`config.mk`:
```
export PLATFORM = sky130hd
export DESIGN_NAME = fpio_fifo_wr_arb_flat
export DESIGN_NICKNAME = d
export VERILOG_FILES = /design/src/rtl/fpio_fifo_wr_arb_if.sv /design/src/rtl/fpio_fifo_wr_arb.sv /design/src/flat_wrapper.sv
export SDC_FILE = /design/constraint.sdc
export NUM_CORES = 1
export LEC_CHECK = 0
export ABC_AREA = 0
export CAP_MARGIN = 20
export CORE_MARGIN = 5
export CORE_UTILIZATION = 25
export CTS_CLUSTER_DIAMETER = 40
export DETAILED_ROUTE_END_ITERATION = 7
export PLACE_DENSITY = 0.68
export SYNTH_ARGS = -nofsm -noshare
export SYNTH_HDL_FRONTEND = slang
export SYNTH_SLANG_ARGS = --single-unit
```
`constraint.sdc`:
```
create_clock -name clk -period 2.7 [get_ports clk]
set_input_delay 0.54 -clock clk [delete_from_list [all_inputs] [get_ports clk]]
set_output_delay 0.54 -clock clk [all_outputs]
set_load 0.01 [all_outputs]
```
`src/rtl/fpio_fifo_wr_arb_if.sv`:
```
`default_nettype none
// ============================================================================
//  Module      : fpio_fifo_wr_arb_if
//  Description : Producer-side and FIFO-side signals of the write arbiter.
//  Revision    : 1.0 - initial release
// ============================================================================
interface fpio_fifo_wr_arb_if #(
    parameter int NUM_REQ    = 4,
    parameter int DATA_WIDTH = 32,
    parameter int FIFO_BITS  = 4
);
    localparam int c_GRANT_W = (NUM_REQ > 1) ? $clog2(NUM_REQ) : 1;

    logic [NUM_REQ-1:0]            req_valid;
    logic [NUM_REQ*DATA_WIDTH-1:0] req_data;
    logic [NUM_REQ-1:0]            req_ack;
    logic                          fifo_data_en;
    logic [DATA_WIDTH-1:0]         fifo_data;
    logic                          fifo_data_ack;
    logic [FIFO_BITS:0]            fifo_avail;
    logic [c_GRANT_W-1:0]          grant_id;
    logic                          busy;

    // The arbiter is the slave; producers plus FIFO form the master side.
    modport slave (
        input  req_valid, req_data, fifo_data_ack, fifo_avail,
        output req_ack, fifo_data_en, fifo_data, grant_id, busy
    );

    modport master (
        output req_valid, req_data, fifo_data_ack, fifo_avail,
        input  req_ack, fifo_data_en, fifo_data, grant_id, busy
    );
endinterface
`default_nettype wire

```
`src/rtl/fpio_fifo_wr_arb.sv`:
```
`default_nettype none
// ============================================================================
//  Module      : fpio_fifo_wr_arb
//  Description : Round-robin, burst-limited write arbiter feeding one
//                fpio_fifo input port, one word in flight at a time.
//  Revision    : 1.0 - initial release
// ============================================================================
module fpio_fifo_wr_arb #(
    parameter int NUM_REQ    = 4,
    parameter int DATA_WIDTH = 32,
    parameter int FIFO_BITS  = 4,
    parameter int MAX_BURST  = 4
) (
    input  wire logic         clk,
    input  wire logic         rstn,
    fpio_fifo_wr_arb_if.slave bus
);
    localparam int c_GRANT_W = (NUM_REQ > 1) ? $clog2(NUM_REQ) : 1;

    localparam logic [c_GRANT_W:0] c_NUM_REQ   = (c_GRANT_W+1)'(NUM_REQ);
    localparam logic [7:0]         c_MAX_BURST = 8'(MAX_BURST);
    localparam logic [c_GRANT_W-1:0] c_LAST_ID = c_GRANT_W'(NUM_REQ - 1);

    localparam logic [1:0] c_IDLE     = 2'd0;
    localparam logic [1:0] c_ISSUE    = 2'd1;
    localparam logic [1:0] c_WAIT_ACK = 2'd2;

    logic [1:0]            r_state;
    logic [c_GRANT_W-1:0]  r_grant_id;
    logic [7:0]            r_burst_cnt;
    logic                  r_fifo_data_en;
    logic [DATA_WIDTH-1:0] r_fifo_data;
    logic                  r_busy;

    logic                  w_stick;
    logic                  w_rot_found;
    logic [c_GRANT_W-1:0]  w_rot_id;
    logic [c_GRANT_W:0]    w_sum;
    logic [c_GRANT_W-1:0]  w_next_id;
    logic [DATA_WIDTH-1:0] w_sel_data;
    logic [NUM_REQ-1:0]    w_req_ack;

    // burst_cnt == 0 only after reset: no producer owns the grant yet.
    assign w_stick = bus.req_valid[r_grant_id] && (r_burst_cnt != 8'd0) &&
                     (r_burst_cnt < c_MAX_BURST);

    // Search starts one past the current owner and visits it last.
    always_comb begin
        w_rot_found = 1'b0;
        w_rot_id    = r_grant_id;
        w_sum       = '0;
        for (int k = 1; k <= NUM_REQ; k++) begin
            w_sum = {1'b0, r_grant_id} + (c_GRANT_W+1)'(k);
            if (w_sum >= c_NUM_REQ) begin
                w_sum = w_sum - c_NUM_REQ;
            end
            if (!w_rot_found && bus.req_valid[w_sum[c_GRANT_W-1:0]]) begin
                w_rot_found = 1'b1;
                w_rot_id    = w_sum[c_GRANT_W-1:0];
            end
        end
    end

    assign w_next_id = w_stick ? r_grant_id : w_rot_id;

    always_comb begin
        w_sel_data = '0;
        for (int i = 0; i < NUM_REQ; i++) begin
            if (w_next_id == c_GRANT_W'(i)) begin
                w_sel_data = bus.req_data[i*DATA_WIDTH +: DATA_WIDTH];
            end
        end
    end

    always_ff @(posedge clk or negedge rstn) begin
        if (!rstn) begin
            r_state        <= c_IDLE;
            r_grant_id     <= c_LAST_ID;
            r_burst_cnt    <= 8'd0;
            r_fifo_data_en <= 1'b0;
            r_fifo_data    <= '0;
            r_busy         <= 1'b0;
        end else begin
            case (r_state)
                c_IDLE: begin
                    if ((bus.fifo_avail != '0) && w_rot_found) begin
                        r_state        <= c_ISSUE;
                        r_fifo_data_en <= 1'b1;
                        r_busy         <= 1'b1;
                        r_grant_id     <= w_next_id;
                        r_fifo_data    <= w_sel_data;
                        if (!w_stick) begin
                            r_burst_cnt <= 8'd1;
                        end else if (r_burst_cnt != 8'hFF) begin
                            r_burst_cnt <= r_burst_cnt + 8'd1;
                        end
                    end
                end
                c_ISSUE: begin
                    r_state        <= c_WAIT_ACK;
                    r_fifo_data_en <= 1'b0;
                end
                c_WAIT_ACK: begin
                    if (bus.fifo_data_ack) begin
                        r_state <= c_IDLE;
                        r_busy  <= 1'b0;
                    end
                end
                default: begin
                    r_state        <= c_IDLE;
                    r_fifo_data_en <= 1'b0;
                    r_busy         <= 1'b0;
                end
            endcase
        end
    end

    // Producer ack follows the FIFO ack in the same cycle.
    always_comb begin
        w_req_ack = '0;
        if ((r_state == c_WAIT_ACK) && bus.fifo_data_ack) begin
            w_req_ack[r_grant_id] = 1'b1;
        end
    end

    assign bus.req_ack      = w_req_ack;
    assign bus.fifo_data_en = r_fifo_data_en;
    assign bus.fifo_data    = r_fifo_data;
    assign bus.grant_id     = r_grant_id;
    assign bus.busy         = r_busy;
endmodule
`default_nettype wire

```
`src/flat_wrapper.sv`:
```
// flat-port wrapper written by rule: the top's interface ports become plain ports
module fpio_fifo_wr_arb_flat 
#(
    parameter int NUM_REQ    = 4,
    parameter int DATA_WIDTH = 32,
    parameter int FIFO_BITS  = 4,
    parameter int MAX_BURST  = 4
)
  (clk, rstn, bus_req_valid, bus_req_data, bus_fifo_data_ack, bus_fifo_avail, bus_req_ack, bus_fifo_data_en, bus_fifo_data, bus_grant_id, bus_busy);
  fpio_fifo_wr_arb_if #(.NUM_REQ(NUM_REQ), .DATA_WIDTH(DATA_WIDTH), .FIFO_BITS(FIFO_BITS)) bus_i ();
  input  wire logic clk;
  input  wire logic rstn;
  input wire logic [$bits(bus_i.req_valid)-1:0] bus_req_valid;
  input wire logic [$bits(bus_i.req_data)-1:0] bus_req_data;
  input wire logic [$bits(bus_i.fifo_data_ack)-1:0] bus_fifo_data_ack;
  input wire logic [$bits(bus_i.fifo_avail)-1:0] bus_fifo_avail;
  output wire logic [$bits(bus_i.req_ack)-1:0] bus_req_ack;
  output wire logic [$bits(bus_i.fifo_data_en)-1:0] bus_fifo_data_en;
  output wire logic [$bits(bus_i.fifo_data)-1:0] bus_fifo_data;
  output wire logic [$bits(bus_i.grant_id)-1:0] bus_grant_id;
  output wire logic [$bits(bus_i.busy)-1:0] bus_busy;
  assign bus_i.req_valid = bus_req_valid;
  assign bus_i.req_data = bus_req_data;
  assign bus_i.fifo_data_ack = bus_fifo_data_ack;
  assign bus_i.fifo_avail = bus_fifo_avail;
  assign bus_req_ack = bus_i.req_ack;
  assign bus_fifo_data_en = bus_i.fifo_data_en;
  assign bus_fifo_data = bus_i.fifo_data;
  assign bus_grant_id = bus_i.grant_id;
  assign bus_busy = bus_i.busy;
  fpio_fifo_wr_arb #(.NUM_REQ(NUM_REQ), .DATA_WIDTH(DATA_WIDTH), .FIFO_BITS(FIFO_BITS), .MAX_BURST(MAX_BURST)) u_core (.clk(clk), .rstn(rstn), .bus(bus_i));
endmodule
```
==> results of run 1 <==
[layer usage]
layer / share of wire [%] / vias to the layer above / global-route usage [%]
li1: - / 1506 / -
met2: 52 / 128 / 28.6
met3: 7.8 / 8 / 5.50
met4: 0.75 / 0 / 2.97
met5: 0 / - / 0
met1: 39 / 1530 / 17.0
[layout make-up]
| class | instances | area (sq um) |
|---|---|---|
| Sequential cell | 46 | 1150 |
| Multi-Input combinational cell | 214 | 1820 |
| Clock inverter | 1 | 30.0 |
| Inverter | 9 | 38.8 |
| Tap cell | 143 | 179 |
| Clock buffer | 7 | 143 |
| Timing Repair Buffer | 224 | 2320 |
| Fill cell | 1043 | 5840 |
[path summary, 6_finish.rpt]
kind	endpoint	slack (ps)	cells after the start
setup reg to reg	u_core.bus.fifo_data[9]	-100	11
hold reg to reg	u_core.bus.fifo_data[9]	490	2
setup / recovery	u_core.bus.fifo_data[9]	-100	11
hold / removal	u_core.bus.fifo_data[31]	360	2
min in group clk	u_core.bus.fifo_data[9]	490	2
max in group asynchronous	u_core.r_burst_cnt[3]	1920	2
[sequential cells by signal, indices dropped and copies added (netlist names)]
name and flops:
u_core.bus.fifo_data 32, u_core.r_burst_cnt 8, u_core.bus.grant_id 2, u_core.r_state 2, u_core.bus.busy 1, u_core.bus.fifo_data_en 1
[through the flow]
step                      utilization [%]  hold slack, ps  area [sq um]
after floorplan                         -             244          3050
after global placement               44.7             466          5140
after detailed placement             44.7             476          5140
after CTS                            47.0             380          5410
after global routing                 49.3             427          5680
final                                49.3             361          5680
[worst max-delay path, cell delays in order (launching register included)]
cell and delay [ps]:
sky130_fd_sc_hd__dfstp_2 570, sky130_fd_sc_hd__inv_6 40, sky130_fd_sc_hd__ha_4 300, sky130_fd_sc_hd__mux4_2 550
sky130_fd_sc_hd__or2_4 260, sky130_fd_sc_hd__o21ai_4 150, sky130_fd_sc_hd__inv_2 70, sky130_fd_sc_hd__o2111ai_1 100
sky130_fd_sc_hd__o31a_2 220, sky130_fd_sc_hd__buf_12 140, sky130_fd_sc_hd__clkbuf_16 150, sky130_fd_sc_hd__o221ai_1 110
[synth_stat cells (all sizes together)]
| library cell | n |
|---|---|
| mux2i | 65 |
| nand2 | 46 |
| dfrtp | 44 |
| o221ai | 32 |
| buf | 16 |
| nor2 | 12 |
| inv | 9 |
| o21ai | 8 |
| ha | 6 |
| a21oi | 5 |
| and2 | 5 |
| clkbuf | 5 |
| nor3 | 4 |
| and3 | 3 |
| mux2 | 3 |
| o2111ai | 3 |
| a41oi | 2 |
| dfstp | 2 |
| mux4 | 2 |
| nand2b | 2 |
| nand3 | 2 |
| o211ai | 2 |
| o22ai | 2 |
| a211oi | 1 |
| a21boi | 1 |
| a31oi | 1 |
| and3b | 1 |
| and4 | 1 |
| nor4 | 1 |
| o311ai | 1 |
| o31a | 1 |
| or2 | 1 |
| or4 | 1 |
[cell usage in the layout, fill, tap and decap left out, drive strengths merged, types with 6 or more instances in the layout]
cell type,Yosys,routed
clkdlybuf4s50,0,178
mux2i,65,65
nand2,46,46
dfrtp,44,44
buf,16,43
o221ai,32,32
nor2,12,12
clkbuf,5,10
inv,9,9
o21ai,8,8
ha,6,6
[what timing repair did]
item,4_1_cts,5_1_grt
gates cloned,1,4
resized for setup,10,38
setup endpoints to repair,42,40
pin swaps,9,11
setup buffers,2,4
hold buffers,0,0
[power groups by stage]
| stage | sequential [mW] | clock (mW) | combinational, mW |
|---|---|---|---|
| after floorplan | 1.35 | 0 | 3.11 |
| after global placement | 1.22 | 0 | 4.97 |
| after detailed placement | 1.23 | 0 | 5.08 |
| after CTS | 1.23 | 0.750 | 5.43 |
| after global routing | 1.28 | 0.765 | 6.56 |
| final | 1.23 | 0.719 | 6.13 |
[cells by family (layout without fill, tap and decap cells)]
group / Yosys count / in the layout / synth area share, %
AND/OR/NAND/NOR: 79 / 79 / 11.7
multiplexers: 70 / 70 / 24.6
AO/OA/AOI/OAI: 59 / 59 / 16.1
flip-flops: 46 / 46 / 38.9
buffers and inverters: 30 / 241 / 6.15
adder cells (fa/ha/maj): 6 / 6 / 2.53
==> run_results.csv, run 1 <==
group,metric,value,unit
logic_synthesis,synth_seq_area_share,38.9,%
routing,routedWlPerCell,18.1,um
power,p_clk_share,8.9,%
timing,min_period_over_period,104,%
cts,clock_transition_at_the_registers_of_the_reported_paths,60,ps
routing,avgViaCountPerCell,4.93,
power,overall_power,8.08,mW
timing,setup_repair_after_global_routing_missed_its_margin,"true",
worst_setup_path,path_max_fanout,7,
final_layout,layoutNonFillerInstCount,644,
job,maxCapViolations,0,
final_layout,n_antenna_cell,0,
timing,relSlewSlack,59.1,%
floorplan,num_rows,39,
routing,drt-pass1-iter-count,4,
placed_design,buffer_ports.inserted,179,
power,power.switching,3.20,mW
cts,cts_sinks,46,
global_routing,grt_pass1_wl,17900,um
placed_design,place.gp.congestion,0.785,
routing,antenna_violating_nets_post_route,0,
logic_synthesis,netlist_area,0.00297,sq mm
logic_synthesis,synthesis.instances,290,
worst_setup_path,endpoint_required_time_on_the_critical_path,2850,ps
placed_design,detailed_place_hpwl,8500,um
cts,cts_made_buffers,5,
worst_setup_path,cp-end-kind,"flop",
logic_synthesis,yosysWarningCount,0,
global_routing,grt_antenna_before_repair,0,
routing,route.vias.total,3172,
floorplan,die_width,119,um
placed_design,worst_slack_at_placement,-296,ps
power,intPower,4.88,mW
floorplan,num_io_pins,180,
timing,finalSetupTns,-2380,ps
worst_setup_path,worstSetupStartpoint,"u_core.bus.grant_id[0]",
cts,cts_root_buffer,"sky130_fd_sc_hd__clkbuf_16",
min_path,worst_hold_path_type,"in2async",
outcome,failed_checks,"setup timing",
floorplan,initial_utilization,25.8,%
worst_setup_path,worst_setup_path_start_kind,"flop",
power,power.sequential.fraction,15.2,%
final_layout,drive_gt1_share,19.0,%
global_routing,grt_util_overall,15.4,%
timing,timing.fmax,357,MHz
timing,fin_skew,8.08,ps
power,power_frac_comb,75.9,%
worst_setup_path,worstReg2RegStart,"u_core.bus.grant_id[0]",
logic_synthesis,synth.distinct_cells,39,
placed_design,dp_cells,626,
power,p_sw_share,39.7,%
cts,clk_path_buf_depth,2,
timing,worst_pin_slew,613,ps
global_routing,grt_pass1_vias,3598,
cts,clk-insertion-delay-late,280,ps
worst_setup_path,worst-endpoint-arrival,2950,ps
routing,drc,0,
logic_synthesis,synth.largest_area_cell,"sky130_fd_sc_hd__dfrtp_1",
timing,setup_violations,32,
final_layout,area_growth,91.4,%
logic_synthesis,postSynthNetCount,436,
worst_setup_path,timing.setup.critical_path_class,"reg2reg",
power,max-vdd-ir-drop,0.683,mV
cts,cts_htree_levels,2,
cts,cts_tree,"done",
global_routing,grt_max_degree,47,
routing,initial_drc_count,106,
outcome,status,"finished, violations left",
logic_synthesis,synth_area_leaders,"sky130_fd_sc_hd__dfrtp_1 37%, sky130_fd_sc_hd__mux2i_1 22%, sky130_fd_sc_hd__o221ai_1 9.4%",
power,power_leakage,2.42,nW
logic_synthesis,synth_top_area_share,37.1,%
floorplan,die_area,0.0142,sq mm
global_routing,gr-total-overflow,0,
power,pwr_density_cell,1420,mW/mm^2
timing,post-route-worst-setup-slack,-99.1,ps
timing,layout_min_cycle_time,2800,ps
final_layout,final_net_count,646,
floorplan,die_h,119,um
timing,hold_violations,0,
floorplan,coreArea,0.0115,sq mm
timing,maxSlewViolCount,0,
logic_synthesis,synth.ff_latch_count,46,
logic_synthesis,synth_area_per_cell,10.2,sq um
routing,routed_wirelength,11700,um
Note: power is estimated with default switching activity, not from simulation.
==> inputs of run 2 (changes only) <==
CAP_MARGIN = not set   (was 20)
==> results of run 2 <==
No change in the layout: final DEF, timing and power equal those of run 1.
==> inputs of run 3 (changes only) <==
CORE_MARGIN = 1.5   (was 5)
GPL_ROUTABILITY_DRIVEN = 0   (was not set)
==> run 3 against run 2 <==
The run ends with DRC, setup timing left. Fmax grew 0.27%. Non-clock buffer count decreased by 6. Design area rose by 0.24%. Utilization is 0.12 points higher. Critical endpoint unchanged. Largest cell class unchanged.
==> run_results.csv, run 3 (synthesis results as in run 1) <==
group,metric,value,unit
final_layout,most_frequent_cells_in_the_layout,"178 x sky130_fd_sc_hd__clkdlybuf4s50_1, 51 x sky130_fd_sc_hd__mux2i_1, 46 x sky130_fd_sc_hd__nand2_1, 44 x sky130_fd_sc_hd__dfrtp_1, 25 x sky130_fd_sc_hd__buf_4",
timing,setup_violations,32,
floorplan,die_area,0.0125,sq mm
worst_setup_path,reg2regPathDepth,11,
outcome,failed_checks,"DRC, setup timing",
global_routing,grt_pass1_vias,3202,
worst_setup_path,timing.setup.critical_path_class,"reg2reg",
power,power_leakage,2.38,nW
worst_setup_path,cp-end-kind,"flop",
worst_setup_path,critical_path.slowest_cell,"sky130_fd_sc_hd__dfstp_2",
final_layout,n_fill_cell,1066,
routing,antenna_violating_nets_post_route,0,
cts,clock_transition_at_the_registers_of_the_reported_paths,70,ps
job,maxCapViolations,0,
worst_setup_path,worst_setup_path_start_kind,"flop",
power,pwr_density_cell,1390,mW/mm^2
floorplan,num_rows,39,
cts,cts_root_buffer,"sky130_fd_sc_hd__clkbuf_16",
routing,initial_drc_count,168,
routing,route.vias.total,3101,
final_layout,drive_gt1_share,18.4,%
global_routing,grt_max_degree,37,
routing,avgViaCountPerCell,4.86,
worst_setup_path,cpPeakStageDelay,570,ps
final_layout,layout_commonest_cell,"sky130_fd_sc_hd__clkdlybuf4s50_1",
worst_setup_path,flop_to_flop_setup_slack,-90,ps
cts,cts_htree_levels,2,
final_layout,final_net_count,640,
power,overall_power,7.91,mW
floorplan,die_width,112,um
cts,cts_tree,"done",
global_routing,grt_util_overall,15.3,%
floorplan,coreArea,0.0115,sq mm
floorplan,die_h,112,um
cts,cts_made_buffers,5,
timing,hold_violations,0,
worst_setup_path,endpoint_required_time_on_the_critical_path,2850,ps
global_routing,gr-total-overflow,0,
cts,clk-insertion-delay-late,280,ps
min_path,worst_hold_path_type,"in2async",
placed_design,detailed_place_hpwl,7570,um
timing,setup_repair_after_global_routing_missed_its_margin,"true",
worst_setup_path,worstSetupStartpoint,"u_core.bus.grant_id[0]",
worst_setup_path,cp_cell_sequence,"inv_6, ha_4, mux4_2, or2_4, o21ai_4, inv_2, o2111ai_2, o31a_2, buf_12, clkbuf_16, o221ai_1",
timing,fin_skew,10.4,ps
floorplan,num_io_pins,180,
power,max-vdd-ir-drop,0.569,mV
final_layout,n_antenna_cell,0,
timing,maxSlewViolCount,0,
routing,routedWlPerCell,16.0,um
timing,min_period_over_period,103,%
power,power_frac_comb,76.5,%
timing,layout_min_cycle_time,2790,ps
final_layout,largest_reg_flops,32,
power,intPower,4.76,mW
power,power.switching,3.15,mW
timing,timing.fmax,358,MHz
timing,post-route-worst-setup-slack,-91.5,ps
power,power.sequential.fraction,15.5,%
power,p_clk_share,7.9,%
timing,fin_worst_hold_slack,118,ps
routing,drt-pass1-iter-count,7,
worst_setup_path,worst-endpoint-arrival,2940,ps
outcome,status,"finished, violations left",
worst_setup_path,worstReg2RegStart,"u_core.bus.grant_id[0]",
routing,routed_wirelength,10200,um
worst_setup_path,path_max_fanout,7,
timing,worst_pin_slew,474,ps
cts,clk_path_buf_depth,2,
final_layout,area_growth,91.8,%
global_routing,grt_pass1_wl,15700,um
global_routing,grt_antenna_before_repair,0,
routing,drc,11,
cts,cts_sinks,46,
timing,relSlewSlack,68.4,%
worst_setup_path,regToRegEndpoint,"u_core.bus.fifo_data[9]",
power,p_sw_share,39.8,%
floorplan,initial_utilization,25.8,%
placed_design,buffer_ports.inserted,179,
[run 3: changes by cell type in the layout (fill, tap and decap cells not counted), sizes merged]
cell,change
buf,-5
bufinv,-1
clkbuf,-1
inv,+1
[run 3: layer usage]
layer / wire, um / share of wire (%) / track usage [%] / up-vias
met1: 4060 / 40 / 17.9 / 1482
met5: 0 / 0 / 0 / -
met2: 5300 / 52 / 28.8 / 112
met3: 719 / 7.1 / 3.76 / 10
met4: 117 / 1.1 / 2.70 / 0
li1: - / - / - / 1497
[run 3: final cells by class]
class                      instances  area (sq um)  share of cell area [%]
clock buffer                       7           143                    2.51
clock inverter                     1          8.76                   0.154
inverter                           9          38.8                   0.681
multi-input combinational        214          1900                    33.3
sequential                        46          1150                    20.3
tap                              143           179                    3.14
timing repair buffer             218          2270                    39.9
[run 3: worst max-delay path by stage]
stage	cells past startpoint	slack, ps	endpoint
finish	11	-90	u_core.bus.fifo_data[9]
global route	11	-180	u_core.bus.fifo_data[19]
CTS	11	-30	u_core.bus.fifo_data[4]
detailed placement	9	-240	u_core.bus.fifo_data[10]
global placement	10	-170	u_core.bus.fifo_data[15]
floorplan	12	-220	u_core.bus.fifo_data[15]
[run 3: repair_timing]
action / 4_1_cts / 5_1_grt
gates cloned: 1 / 2
setup buffers: 7 / 0
gates resized for setup: 13 / 30
pin swaps: 5 / 8
setup endpoints to repair: 37 / 38
hold buffers: 0 / 0
[run 3: metrics by stage]
step | instances | TNS (ps) | cell area (sq um) | util (%) | worst slack (ps)
after floorplan | 290 | -6890 | 3050 | - | -218
after detailed placement | 620 | -7380 | 5150 | 44.7 | -239
after global placement | 620 | -4860 | 5150 | 44.7 | -167
after global routing | 638 | -4580 | 5690 | 49.4 | -177
final | 638 | -1770 | 5690 | 49.4 | -91.5
after CTS | 636 | -284 | 5470 | 47.5 | -27.0
[run 3: worst max-delay path, delay by kind of cell (launching register included)]
family          cells  cell delay (ps)
compound gates      4              570
fa+ha+maj           1              290
buf+inv             4              410
flops               1              570
mux                 1              550
simple gates        1              270
[run 3: power by group through the flow]
stage / registers (mW) / clock network, mW / logic [mW]
floorplan: 1.35 / 0 / 3.11
global placement: 1.23 / 0 / 4.90
detailed placement: 1.23 / 0 / 5.02
CTS: 1.23 / 0.652 / 5.52
global route: 1.27 / 0.675 / 6.46
finish: 1.23 / 0.627 / 6.05
